`src/rtl/tp84_dl_pkg.sv`:
```
// Shared types for the ROM download bridge: FSM states, FIFO entry layout and
// the default start address of the BG tile region.
package tp84_dl_pkg;

  localparam logic [24:0] BG_BASE_DEF = 25'hC000;

  typedef enum logic [1:0] {
    IDLE,
    ISSUE,
    WAIT
  } dl_state_t;

  typedef struct packed {
    logic [24:0] addr;
    logic [7:0]  data;
  } dl_entry_t;

endpackage

```
`src/rtl/dl_fifo.sv`:
```
// Small synchronous FIFO of download entries. A push is accepted when full
// only if a pop happens in the same cycle.
module dl_fifo
  import tp84_dl_pkg::*;
#(
  parameter int FIFO_DEPTH = 4
) (
  input  logic      clk,
  input  logic      reset_n,
  input  logic      push_i,
  input  logic      pop_i,
  input  dl_entry_t wdata_i,
  output dl_entry_t rdata_o,
  output logic      full_o,
  output logic      empty_o
);

  localparam int AW = (FIFO_DEPTH > 1) ? $clog2(FIFO_DEPTH) : 1;
  localparam logic [AW:0] DEPTH_C = FIFO_DEPTH[AW:0];

  dl_entry_t     mem_q [FIFO_DEPTH];
  logic [AW-1:0] wr_ptr_q, rd_ptr_q;
  logic [AW:0]   count_q;
  logic          do_push, do_pop;

  assign empty_o = (count_q == '0);
  assign full_o  = (count_q == DEPTH_C);
  assign do_pop  = pop_i & ~empty_o;
  assign do_push = push_i & (~full_o | do_pop);
  assign rdata_o = mem_q[rd_ptr_q];

  // Storage array; payload only, so no reset is needed.
  always_ff @(posedge clk) begin
    if (do_push) mem_q[wr_ptr_q] <= wdata_i;
  end

  // Pointers and occupancy count; depth is a power of two so pointers wrap naturally.
  always_ff @(posedge clk or negedge reset_n) begin
    if (!reset_n) begin
      wr_ptr_q <= '0;
      rd_ptr_q <= '0;
      count_q  <= '0;
    end else begin
      if (do_push) wr_ptr_q <= wr_ptr_q + 1'b1;
      if (do_pop)  rd_ptr_q <= rd_ptr_q + 1'b1;
      case ({do_push, do_pop})
        2'b10:   count_q <= count_q + 1'b1;
        2'b01:   count_q <= count_q - 1'b1;
        default: count_q <= count_q;
      endcase
    end
  end

endmodule

```
`src/rtl/rom_dl_bridge.sv`:
```
// Bridges the data_io byte stream to two toggle-handshake SDRAM write ports,
// remaps the BG region into merged 16-bit words and owns rom_loaded/core_reset.
module rom_dl_bridge
  import tp84_dl_pkg::*;
#(
  parameter int          FIFO_DEPTH   = 4,
  parameter logic [24:0] BG_BASE      = BG_BASE_DEF,
  parameter int          BG_MERGE_BIT = 13
) (
  input  logic        clk,
  input  logic        reset_n,
  input  logic        ioctl_downl,
  input  logic        ioctl_wr,
  input  logic [24:0] ioctl_addr,
  input  logic [7:0]  ioctl_dout,
  input  logic        ext_reset,
  output logic        port1_req,
  input  logic        port1_ack,
  output logic [22:0] port1_a,
  output logic [1:0]  port1_ds,
  output logic [15:0] port1_d,
  output logic        port2_req,
  input  logic        port2_ack,
  output logic [22:0] port2_a,
  output logic [1:0]  port2_ds,
  output logic [15:0] port2_d,
  output logic        port_we,
  output logic        rom_loaded,
  output logic        core_reset,
  output logic        overflow
);

  dl_state_t   state_q, state_d;
  logic        p1_req_q, p1_req_d, p2_req_q, p2_req_d, use2_q, use2_d;
  logic [22:0] p1_a_q, p1_a_d, p2_a_q, p2_a_d;
  logic [1:0]  p1_ds_q, p1_ds_d, p2_ds_q, p2_ds_d;
  logic [15:0] p1_d_q, p1_d_d, p2_d_q, p2_d_d;
  logic        wr_prev_q, downl_prev_q, done_q, port_we_q;
  logic        rom_loaded_q, core_reset_q, overflow_q;

  logic        push, pop, full, empty, in_bg;
  dl_entry_t   wentry, head;
  logic [24:0] b;
  logic        unused_bits;

  // A new byte is the rising edge of the wr level while a download is active.
  assign push        = ioctl_wr & ~wr_prev_q & ioctl_downl;
  assign wentry      = '{addr: ioctl_addr, data: ioctl_dout};
  assign in_bg       = (head.addr >= BG_BASE);
  assign b           = head.addr - BG_BASE;
  assign unused_bits = ^{head.addr[24], b[24]};

  dl_fifo #(.FIFO_DEPTH(FIFO_DEPTH)) u_fifo (
    .clk     (clk),
    .reset_n (reset_n),
    .push_i  (push),
    .pop_i   (pop),
    .wdata_i (wentry),
    .rdata_o (head),
    .full_o  (full),
    .empty_o (empty)
  );

  // Issue FSM: pop one entry, load the port registers and toggle the request(s),
  // then hold everything stable until every toggled port has acknowledged.
  always_comb begin
    state_d  = state_q;
    pop      = 1'b0;
    p1_req_d = p1_req_q;
    p2_req_d = p2_req_q;
    use2_d   = use2_q;
    p1_a_d   = p1_a_q;
    p1_ds_d  = p1_ds_q;
    p1_d_d   = p1_d_q;
    p2_a_d   = p2_a_q;
    p2_ds_d  = p2_ds_q;
    p2_d_d   = p2_d_q;
    case (state_q)
      IDLE: begin
        if (!empty) begin
          pop      = 1'b1;
          p1_a_d   = head.addr[23:1];
          p1_ds_d  = {head.addr[0], ~head.addr[0]};
          p1_d_d   = {head.data, head.data};
          p1_req_d = ~p1_req_q;
          use2_d   = in_bg;
          if (in_bg) begin
            p2_a_d   = {b[23:14], b[12:0]};
            p2_ds_d  = {b[BG_MERGE_BIT], ~b[BG_MERGE_BIT]};
            p2_d_d   = {head.data, head.data};
            p2_req_d = ~p2_req_q;
          end
          state_d = ISSUE;
        end
      end
      ISSUE: state_d = WAIT;
      WAIT: begin
        if ((port1_ack == p1_req_q) && (!use2_q || (port2_ack == p2_req_q)))
          state_d = IDLE;
      end
      default: state_d = IDLE;
    endcase
  end

  // FSM state and SDRAM port registers.
  always_ff @(posedge clk or negedge reset_n) begin
    if (!reset_n) begin
      state_q  <= IDLE;
      p1_req_q <= 1'b0;
      p2_req_q <= 1'b0;
      use2_q   <= 1'b0;
      p1_a_q   <= '0;
      p1_ds_q  <= '0;
      p1_d_q   <= '0;
      p2_a_q   <= '0;
      p2_ds_q  <= '0;
      p2_d_q   <= '0;
    end else begin
      state_q  <= state_d;
      p1_req_q <= p1_req_d;
      p2_req_q <= p2_req_d;
      use2_q   <= use2_d;
      p1_a_q   <= p1_a_d;
      p1_ds_q  <= p1_ds_d;
      p1_d_q   <= p1_d_d;
      p2_a_q   <= p2_a_d;
      p2_ds_q  <= p2_ds_d;
      p2_d_q   <= p2_d_d;
    end
  end

  // Edge history, sticky completion/overflow flags and the registered core reset.
  always_ff @(posedge clk or negedge reset_n) begin
    if (!reset_n) begin
      wr_prev_q    <= 1'b0;
      downl_prev_q <= 1'b0;
      done_q       <= 1'b0;
      port_we_q    <= 1'b0;
      rom_loaded_q <= 1'b0;
      core_reset_q <= 1'b1;
      overflow_q   <= 1'b0;
    end else begin
      wr_prev_q    <= ioctl_wr;
      downl_prev_q <= ioctl_downl;
      done_q       <= done_q | (downl_prev_q & ~ioctl_downl);
      port_we_q    <= (state_q != IDLE) | ~empty | ioctl_downl;
      rom_loaded_q <= rom_loaded_q | (done_q & empty & (state_q == IDLE));
      core_reset_q <= ext_reset | ~rom_loaded_q | ioctl_downl;
      overflow_q   <= overflow_q | (push & full & ~pop);
    end
  end

  assign port1_req  = p1_req_q;
  assign port1_a    = p1_a_q;
  assign port1_ds   = p1_ds_q;
  assign port1_d    = p1_d_q;
  assign port2_req  = p2_req_q;
  assign port2_a    = p2_a_q;
  assign port2_ds   = p2_ds_q;
  assign port2_d    = p2_d_q;
  assign port_we    = port_we_q;
  assign rom_loaded = rom_loaded_q;
  assign core_reset = core_reset_q;
  assign overflow   = overflow_q;

endmodule

```
`config.mk`:
```
export PLATFORM = sky130hd
export DESIGN_NAME = rom_dl_bridge
export DESIGN_NICKNAME = d
export VERILOG_FILES = /design/src/rtl/tp84_dl_pkg.sv /design/src/rtl/dl_fifo.sv /design/src/rtl/rom_dl_bridge.sv
export SDC_FILE = /design/constraint.sdc
export NUM_CORES = 1
export LEC_CHECK = 0
export ABC_AREA = 1
export CAP_MARGIN = 20
export CORE_UTILIZATION = 45
export DETAILED_ROUTE_END_ITERATION = 8
export DONT_BUFFER_PORTS = 1
export PLACE_DENSITY = 0.59
export SLEW_MARGIN = 20
export SYNTH_ARGS = -nofsm -noshare
export SYNTH_HDL_FRONTEND = slang
export SYNTH_SLANG_ARGS = --single-unit
export TNS_END_PERCENT = 10
```
`constraint.sdc`:
```
create_clock -name clk -period 3.55 [get_ports clk]
set_clock_uncertainty 0.05 [all_clocks]
set_input_delay 0.5325 -clock clk [delete_from_list [all_inputs] [get_ports clk]]
set_output_delay 0.5325 -clock clk [all_outputs]
set_load 0.01 [all_outputs]
```
==> flow_summary.yaml, run 1 <==
power_and_ir_drop:
  p_sw_frac: 0.395
  powerDensity_nw_per_um2: 926
  switchingPower_mw: 3.53
  seqPwrFrac: 0.436
  p_leak_nw: 4.04
  p_int_mw: 5.40
  peakVddDrop_mv: 0.494
  clock_power_share: 0.250
  power_frac_comb: 0.314
  fin_total_pwr_mw: 8.93
worst_setup_path:
  crit_family: "simple AND/OR/NAND/NOR gates"
  cp.arrival_ns: 3.29
  crit_path_max_incr_delay_ns: 0.42
  crit_path_max_fanout: 37
  slowest_stage: "inv_2"
  cp-end-kind: "flip-flop"
  path_buf_inv: 3
  worstPathRequired_ns: 3.88
  crit_path_frequent_cell: "nand2_1"
  path_class: "flip-flop to flip-flop"
  path_cells: "inv_2, buf_12, nand2_1, nand3_1, nand2_1, inv_1, ha_1, nand4_1, nor2_1, nand2_1, nand2_2, nand2_2, nand2_1, nand2_1"
  start_kind: "flip-flop"
logic_synthesis:
  synthXorXnorAreaFrac: 0.0110
  synth_top_family_by_area: "simple AND/OR/NAND/NOR gates"
  synthesis.nets: 850
  synth_area_um2: 8740
  yosysMostFrequentCell: "nand2_1"
  async_reset_ff_frac: 0.392
  yosys.area_share.simple: 0.194
  muxShareOfSynthArea: 0
  ys_ff_latch: 217
  synth_top_area_frac: 0.454
  synth_fa_ha_area_frac: 0.00945
  avgSynthCellArea_um2: 10.9
  synth_cells: 804
  synth_edf_count: 132
  ys_types: 28
  seq_area_frac_synth: 0.697
  yosys_most_used_dff: "edfxtp_1"
  synth_compound_area_frac: 0.0359
  ys_top_cells_by_area: "edfxtp_1 45%, dfrtp_1 24%, nand2_1 12%, nand3_1 5.2%, o21ai_0 2.4%"
  yosysWarnings: 0
  ys_top_cells_by_count: "280 x nand2_1, 132 x edfxtp_1, 91 x nand3_1"
  yosys.area.top_type: "edfxtp_1"
finish:
  fin_area_um2: 9650
  stdcell_count: 1065
  nNetsFinal: 835
  fillers: 1663
  synthToLayoutAreaGrowth_pct: 10.4
  antenna_cells: 0
  drive_gt1_frac: 0.0733
cts:
  path_clk_slew_ns: 0.06
  cts_tree: "built"
  cts.sinks: 217
  insertion_delay_ns: 0.51
  cts_inserted_buffers: 23
  clock-root-buffer: "clkbuf_16"
  htreeDepth: 1
  clockBufferDepth: 3
placement:
  place.port_buffers: 0
  placed_cells: 1020
  dp_hpwl_mm: 11.8
  gp_congestion: 0.770
  placed_area_um2: 8880
  place_ws_ns: 0.607
global_route:
  antenna_found_initial: 0
  grt.total_usage: 0.194
  overflow: 0
  grt_pass1_wl_mm: 29.5
  grt_pass1_vias: 5312
  grt_max_degree: 86
sta:
  tightestPinTransition_ns: 0.689
  relSlewSlack: 0.540
  fin_tns_setup_ns: 0
  fmax_mhz: 338
  finalSetupViolations: 0
  period_minus_slack_ns: 2.96
  rsz0062_at_grt: "no"
  fin_ws_ns: 0.595
  finalHoldViolations: 0
  period_share: 0.832
  finalMaxSlewViolations: 0
route:
  dr.pass1.iters: 6
  avgRoutedWirePerCell_um: 17.8
  drc: 0
  ant_nets: 0
  drt-initial-drc-count: 275
  drt-total-wl_mm: 19.0
  vias_per_cell: 5.02
  vias: 5347
die:
  core_um2: 18900
  die_area_um2: 20000
  start_util: 0.463
  num_rows: 50
  fp.dieH_um: 141
  pin_count: 128
  die_w_um: 141
job:
  drv_cap: 0
hold_path:
  hold_path.class: "input port to flip-flop"
status:
  outcome: "complete, no violations"
==> worst paths after layout <==
path | from | to | slack, ns | depth (start not counted)
min in group asynchronous | reset_n | rom_loaded | 0.54 | 2
max | u_fifo.rd_ptr_q[0] | port2_d[10] | 0.59 | 14
max in group asynchronous | reset_n | u_fifo.rd_ptr_q[0] | 2.53 | 2
min reg2reg | downl_prev_q | done_q | 0.40 | 2
min | ioctl_addr[8] | u_fifo.mem_q[0][16] | 0.07 | 0
max reg2reg | u_fifo.rd_ptr_q[0] | port2_d[10] | 0.59 | 14
==> what timing repair did <==
item / 4_1_cts / 5_1_grt
setup buffers: 0 / 0
hold buffers: 4 / 0
resized for setup: 0 / 0
hold endpoints to repair: 87 / 0
==> power groups by stage <==
stage / clock network (mW) / logic, mW / registers [mW]
after floorplan: 0 / 2.27 / 3.75
after global placement: 0 / 2.71 / 3.93
after detailed placement: 0 / 2.81 / 3.95
after CTS: 2.29 / 2.85 / 3.90
after global routing: 2.39 / 3.24 / 3.97
final: 2.23 / 2.81 / 3.89
==> layer usage <==
| layer | part of all wire | GRT usage | vias up |
|---|---|---|---|
| met5 | 0 | 0 | - |
| met4 | 0.016 | 0.0543 | 0 |
| met3 | 0.10 | 0.0685 | 27 |
| met2 | 0.47 | 0.313 | 198 |
| met1 | 0.41 | 0.248 | 2516 |
| li1 | - | - | 2606 |
==> logic make-up (layout without fill, tap and decap cells) <==
group,count (synthesis),in the layout
and+or+nand+nor,417,417
DFF,217,217
buffers and inverters,95,96
AOI/OAI and AO/OA,58,58
xor gates and xnor gates,11,11
adders and majority gates,6,6
==> cell usage in the layout (no fill, tap or decap), types with 2 or more instances in the layout <==
| master | netlist | final |
|---|---|---|
| a21o_1 | 2 | 2 |
| a21oi_1 | 3 | 3 |
| buf_4 | 20 | 9 |
| clkbuf_1 | 18 | 3 |
| clkbuf_16 | 0 | 23 |
| clkbuf_8 | 0 | 3 |
| clkinv_1 | 0 | 4 |
| clkinv_2 | 0 | 6 |
| dfrtp_1 | 84 | 83 |
| dlygate4sd3_1 | 0 | 3 |
| edfxtp_1 | 132 | 132 |
| ha_1 | 5 | 5 |
| inv_1 | 39 | 39 |
| inv_2 | 2 | 2 |
| nand2_1 | 280 | 279 |
| nand2_2 | 3 | 4 |
| nand3_1 | 91 | 91 |
| nor2_1 | 39 | 35 |
| nor2_4 | 0 | 4 |
| o21ai_0 | 42 | 42 |
| o21bai_1 | 2 | 2 |
| o22ai_1 | 8 | 8 |
| xnor2_1 | 3 | 3 |
| xor2_1 | 8 | 8 |
==> area by class of cell <==
cell class | instances | area [µm²] | share of cell area
Sequential cell | 217 | 6090 | 0.631
Inverter | 41 | 154 | 0.0159
Multi-Input combinational cell | 492 | 2220 | 0.230
Clock inverter | 12 | 81.3 | 0.00843
Clock buffer | 29 | 628 | 0.0651
Tap cell | 260 | 325 | 0.0337
Timing Repair Buffer | 14 | 145 | 0.0150
==> through the flow <==
| stage | hold WS, ns | utilization |
|---|---|---|
| 6_report | 0.0692 | 0.511 |
| 5_1_grt | 0.0532 | 0.511 |
| 4_1_cts | 0.0554 | 0.511 |
| 3_5_place_dp | 0.189 | 0.470 |
| 3_3_place_gp | 0.190 | 0.470 |
| 2_1_floorplan | 0.187 | - |
==> sequential cells by signal (all words and copies together) (netlist names) <==
| register | cells |
|---|---|
| port2_ds | 2 |
| port1_req | 1 |
| u_fifo.mem_q | 132 |
| port2_a | 23 |
| downl_prev_q | 1 |
| port2_d | 8 |
| rom_loaded | 1 |
| u_fifo.rd_ptr_q | 2 |
| state_q | 2 |
| u_fifo.count_q | 3 |
| core_reset | 1 |
| overflow | 1 |
| wr_prev_q | 1 |
| port1_d | 8 |
| use2_q | 1 |
| port1_ds | 2 |
| port2_req | 1 |
| port1_a | 23 |
| port_we | 1 |
| done_q | 1 |
| u_fifo.wr_ptr_q | 2 |
No activity file was read; power rests on OpenSTA's default activity.
==> run 2: changes to the inputs <==
==> constraint.sdc (replaced) <==
create_clock -name clk -period 2.8 [get_ports clk]
set_clock_uncertainty 0.05 [all_clocks]
set_input_delay 0.42 -clock clk [delete_from_list [all_inputs] [get_ports clk]]
set_output_delay 0.42 -clock clk [all_outputs]
set_load 0.01 [all_outputs]
==> run 2 against run 1 <==
Compared with the run above: register-to-register slack got worse by 0.30 ns; final cell count rose by 3.7%; first-iteration DRC count rose by 44%; hold slack improved by 0.087 ns; wire length rose by 2.8%; design area rose by 5.2%; non-clock buffer count rose by 38; setup slack got worse by 0.30 ns; sequential power rose by 29%; total power rose by 31%; clock power rose by 40%; critical endpoint is now port2_d[7].
==> flow_summary.yaml, run 2 (synthesis gave the netlist of run 1 again) <==
status:
  outcome: "complete, no violations"
global_route:
  grt_pass1_vias: 5523
  grt.met1_usage: 0.270
  overflow: 0
  grt_most_used_layer: "met2"
  grtUsageMet3: 0.0499
  grt_pass1_wl_mm: 30.7
  antenna_found_initial: 0
  use_met2: 0.327
  grt.total_usage: 0.201
  grt_max_degree: 86
route:
  vias: 5666
  drc: 0
  ant_nets: 0
  dr.pass1.iters: 5
  drt-total-wl_mm: 19.5
  drt-initial-drc-count: 395
  avgRoutedWirePerCell_um: 17.7
  vias_per_cell: 5.13
cts:
  insertion_delay_ns: 0.51
  cts_inserted_buffers: 23
  clockBufferDepth: 3
  cts.sinks: 217
  path_clk_slew_ns: 0.06
  htreeDepth: 1
  cts_tree: "built"
  clock-root-buffer: "clkbuf_16"
worst_setup_path:
  timing.rr.start: "u_fifo.rd_ptr_q[0]"
  start_kind: "flip-flop"
  cp-end-kind: "flip-flop"
  path_class: "flip-flop to flip-flop"
  crit_path_max_incr_delay_ns: 0.53
  crit_path_frequent_cell: "nand2_1"
  slowest_stage: "dfrtp_2"
  r2r_end: "port2_d[7]"
  reg2reg_depth: 13
  cp.arrival_ns: 2.90
  worstPathRequired_ns: 3.19
  crit_path_max_fanout: 56
  path_cells: "buf_12, nand2_1, nand3_1, nand2_1, inv_1, ha_1, nand4_1, nor2_1, nand2_1, nand2_2, buf_6, nand3_1, nand2_1"
  r2r_slack_ns: 0.29
finish:
  nNetsFinal: 873
  largest_reg_flops: 132
  largest_register: "u_fifo.mem_q"
  stdcell_count: 1104
  multiInputGateArea_um2: 2220
  antenna_cells: 0
  regArea_um2: 6090
  synthToLayoutAreaGrowth_pct: 16.2
  drive_gt1_frac: 0.0782
  layout_commonest_cell: "nand2_1"
  final_cell_mix: "279 x nand2_1, 132 x edfxtp_1, 91 x nand3_1, 83 x dfrtp_1, 42 x o21ai_0"
  fillers: 1622
job:
  drv_cap: 0
sta:
  rsz0062_at_grt: "no"
  tightestPinTransition_ns: 0.534
  period_minus_slack_ns: 2.51
  fin_hold_ws_ns: 0.156
  period_share: 0.896
  relSlewSlack: 0.643
  finalMaxSlewViolations: 0
  finalHoldViolations: 0
  finalSetupViolations: 0
  fin_tns_setup_ns: 0
  fin_ws_ns: 0.290
  fmax_mhz: 398
hold_path:
  hold_path.class: "input port to flip-flop"
  holdPathEnd: "overflow"
  worstHoldStart: "ioctl_wr"
  worstHoldPathCells: 4
power_and_ir_drop:
  clock_power_share: 0.266
  powerDensity_nw_per_um2: 1160
  p_int_mw: 7.18
  p_sw_frac: 0.389
  power_frac_comb: 0.309
  peakVddDrop_mv: 0.471
  p_leak_nw: 4.25
  seqPwrFrac: 0.425
  switchingPower_mw: 4.57
die:
  start_util: 0.463
  die_w_um: 141
  num_rows: 50
  pin_count: 128
  die_area_um2: 20000
  core_um2: 18900
  fp.dieH_um: 141
placement:
  place_ws_ns: 0.240
  place.port_buffers: 0
  placed_cells: 1024
  dp_hpwl_mm: 12.3
  gp_congestion: 0.779
[run 2: worst max path at each step]
| stage | startpoint | end | slack [ns] | depth (start not counted) |
|---|---|---|---|---|
| floorplan | ioctl_wr | u_fifo.mem_q[0][0] | 0.007 | 4 |
| global placement | u_fifo.rd_ptr_q[0] | port2_a[16] | 0.29 | 13 |
| detailed placement | u_fifo.rd_ptr_q[0] | port2_d[7] | 0.24 | 14 |
| CTS | u_fifo.rd_ptr_q[0] | port2_d[7] | 0.20 | 14 |
| global route | u_fifo.rd_ptr_q[0] | port2_d[7] | 0.02 | 13 |
| finish | u_fifo.rd_ptr_q[0] | port2_d[7] | 0.29 | 13 |
[run 2: metal layers]
metal / wire, µm / vias up
li1: - / 2703
met1: 8570 / 2732
met2: 9030 / 202
met3: 1580 / 29
met4: 341 / 0
met5: 0 / -
[run 2: timing repair]
action	4_1_cts	5_1_grt
setup buffers	0	0
hold buffers	38	0
resized for setup	0	2
endpoints found under the hold margin	221	0
setup endpoints to repair	0	22
[run 2: layout make-up]
class / instances / area share
inverter: 41 / 0.0152
tap: 260 / 0.0320
sequential: 217 / 0.600
timing repair buffer: 52 / 0.0564
clock buffer: 32 / 0.0649
clock inverter: 10 / 0.0126
multi-input combinational: 492 / 0.219
[run 2: worst max-delay path, delay by kind of cell, from the launching register on]
| family | cells | cell delay, ns |
|---|---|---|
| and+or+nand+nor | 9 | 0.97 |
| buffers and inverters | 3 | 0.65 |
| DFF | 1 | 0.53 |
| adders and majority gates | 1 | 0.22 |
[run 2: per-stage QoR]
step | total power, mW | utilization | cell area (µm²)
finish | 11.7 | 0.537 | 10200
global route | 12.6 | 0.537 | 10200
CTS | 11.8 | 0.537 | 10100
detailed placement | 8.62 | 0.474 | 8960
global placement | 8.46 | 0.474 | 8960
floorplan | 7.63 | - | 8740
[run 2: power by group through the flow]
stage                     clock network [mW]  logic, mW  registers, mW
after floorplan                            0       2.87           4.76
after global placement                     0       3.42           5.04
after detailed placement                   0       3.55           5.06
after CTS                               3.18       3.65           5.00
after global routing                    3.31       4.16           5.09
final                                   3.12       3.63           5.00
==> run 3: changes to the inputs <==
--- a/config.mk
+++ b/config.mk
@@ -8,6 +8,7 @@
 export ABC_AREA = 1
 export CAP_MARGIN = 20
 export CORE_UTILIZATION = 45
+export CTS_BUF_LIST = sky130_fd_sc_hd__clkbuf_4 sky130_fd_sc_hd__clkbuf_8
 export DETAILED_ROUTE_END_ITERATION = 8
 export DONT_BUFFER_PORTS = 1
 export PLACE_DENSITY = 0.59
==> run 3 against run 2 <==
Compared with the run above: utilization rose by 0.093 points; maximum frequency rose by 0.31%; critical endpoint unchanged; total power fell by 1.1%; highest routed layer unchanged.
==> flow_summary.yaml, run 3 (synthesis gave the netlist of run 1 again) <==
power_and_ir_drop:
  powerDensity_nw_per_um2: 1140
  p_leak_nw: 4.28
  fin_total_pwr_mw: 11.6
  peakVddDrop_mv: 0.479
placement:
  placed_area_um2: 8960
  place.port_buffers: 0
  gp_congestion: 0.779
  dp_hpwl_mm: 12.3
cts:
  cts_setup_buffers: 0
  insertion_delay_ns: 0.54
  cts_tree: "built"
  cts.sinks: 217
  cts_inserted_buffers: 37
  clockBufferDepth: 3
  path_clk_slew_ns: 0.06
  htreeDepth: 2
  clock-root-buffer: "clkbuf_8"
route:
  drt-total-wl_mm: 19.7
  vias_per_cell: 5.07
  ant_nets: 0
  drc: 0
  vias: 5721
  drt-initial-drc-count: 415
  avgRoutedWirePerCell_um: 17.5
  dr.pass1.iters: 5
sta:
  tightestPinTransition_ns: 0.521
  finalSetupViolations: 0
  period_share: 0.894
  finalHoldViolations: 0
  relSlewSlack: 0.652
  fin_hold_ws_ns: 0.150
  period_minus_slack_ns: 2.50
  fin_tns_setup_ns: 0
  finalMaxSlewViolations: 0
  rsz0062_at_grt: "no"
  fmax_mhz: 400
finish:
  antenna_cells: 0
  drive_gt1_frac: 0.108
  synthToLayoutAreaGrowth_pct: 16.4
  nNetsFinal: 887
  largest_register: "u_fifo.mem_q"
  final_cell_mix: "279 x nand2_1, 132 x edfxtp_1, 91 x nand3_1, 83 x dfrtp_1, 47 x clkbuf_8"
  fillers: 1641
  fin_util: 0.538
  layout_commonest_cell: "nand2_1"
  multiInputGateArea_um2: 2220
  largest_reg_flops: 132
  fin_area_um2: 10200
  regArea_um2: 6090
global_route:
  grt_max_degree: 86
  antenna_found_initial: 0
  grt.total_usage: 0.205
  grt_pass1_wl_mm: 31.0
  overflow: 0
  grt_pass1_vias: 5669
die:
  start_util: 0.463
  die_area_um2: 20000
  fp.dieH_um: 141
  num_rows: 50
  die_w_um: 141
  core_um2: 18900
  pin_count: 128
worst_setup_path:
  cp.arrival_ns: 2.92
  cp-end-kind: "flip-flop"
  worstPathRequired_ns: 3.21
  path_class: "flip-flop to flip-flop"
  start_kind: "flip-flop"
  crit_path_max_fanout: 34
hold_path:
  hold_path.class: "input port to flip-flop"
status:
  outcome: "complete, no violations"
job:
  drv_cap: 0
run 3: cell count changes in the layout (fill, tap and decap cells not counted), sizes merged:
cell	previous run	this run
bufinv	3	1
clkinvlp	0	1
inv	42	43
clkbuf	32	57
run 3: power breakdown:
group          total [mW]  internal (mW)  switching, mW
Clock                3.01           1.75           1.26
Combinational        3.62           1.13           2.49
Sequential           4.99           4.13          0.858
Total                11.6           7.01           4.61
run 3: repair_timing:
action,in CTS,in global routing
endpoints found under the setup margin,0,24
hold buffers,38,0
endpoints found under the hold margin,221,0
resized for setup,0,2
run 3: worst paths after layout:
| path | from | slack, ns | depth (start not counted) | to |
|---|---|---|---|---|
| worst max-delay path | u_fifo.rd_ptr_q[0] | 0.30 | 14 | port2_d[7] |
| worst min-delay path | ioctl_wr | 0.15 | 4 | overflow |
| worst max register to register | u_fifo.rd_ptr_q[0] | 0.30 | 14 | port2_d[7] |
| worst min register to register | downl_prev_q | 0.41 | 2 | done_q |
| max in group asynchronous | reset_n | 1.88 | 2 | core_reset |
| min in group asynchronous | reset_n | 0.45 | 2 | u_fifo.rd_ptr_q[0] |
run 3: metal layers:
layer  share of wire  wire (µm)  global-route usage  up-vias
li1                -          -                   -     2737
met2            0.46       9040               0.329      185
met5               0          0                   0        -
met3           0.078       1550              0.0604       46
met1            0.44       8680               0.267     2753
met4           0.023        463              0.0686        0
run 3: worst max-delay path, cell delays in order, from the launching register on:
cell and delay (ns):
dfrtp_2 0.52, inv_2 0.20, buf_4 0.27, nand2_1 0.09, nand3_1 0.06, nand2_1 0.22, nand2_1 0.08, nor2_1 0.14
nand2_1 0.08, nor2_1 0.08, nand2_1 0.07, nand2_2 0.08, buf_6 0.25, nand3_1 0.13, nand2_1 0.10
run 3: stage by stage:
stage / instances / setup slack, ns
3_3_place_gp: 1024 / 0.285
2_1_floorplan: 804 / 0.00702
4_1_cts: 1129 / 0.200
3_5_place_dp: 1024 / 0.240
5_1_grt: 1129 / 0.0192
6_report: 1129 / 0.298
run 3: area by class of cell:
type                    instances  area share
repair buffers                 52      0.0563
inverters                      41      0.0151
multi-input cells             492       0.218
well taps                     260      0.0320
flip-flops and latches        217       0.599
clock inverters                10     0.00812
clock buffers                  57      0.0710
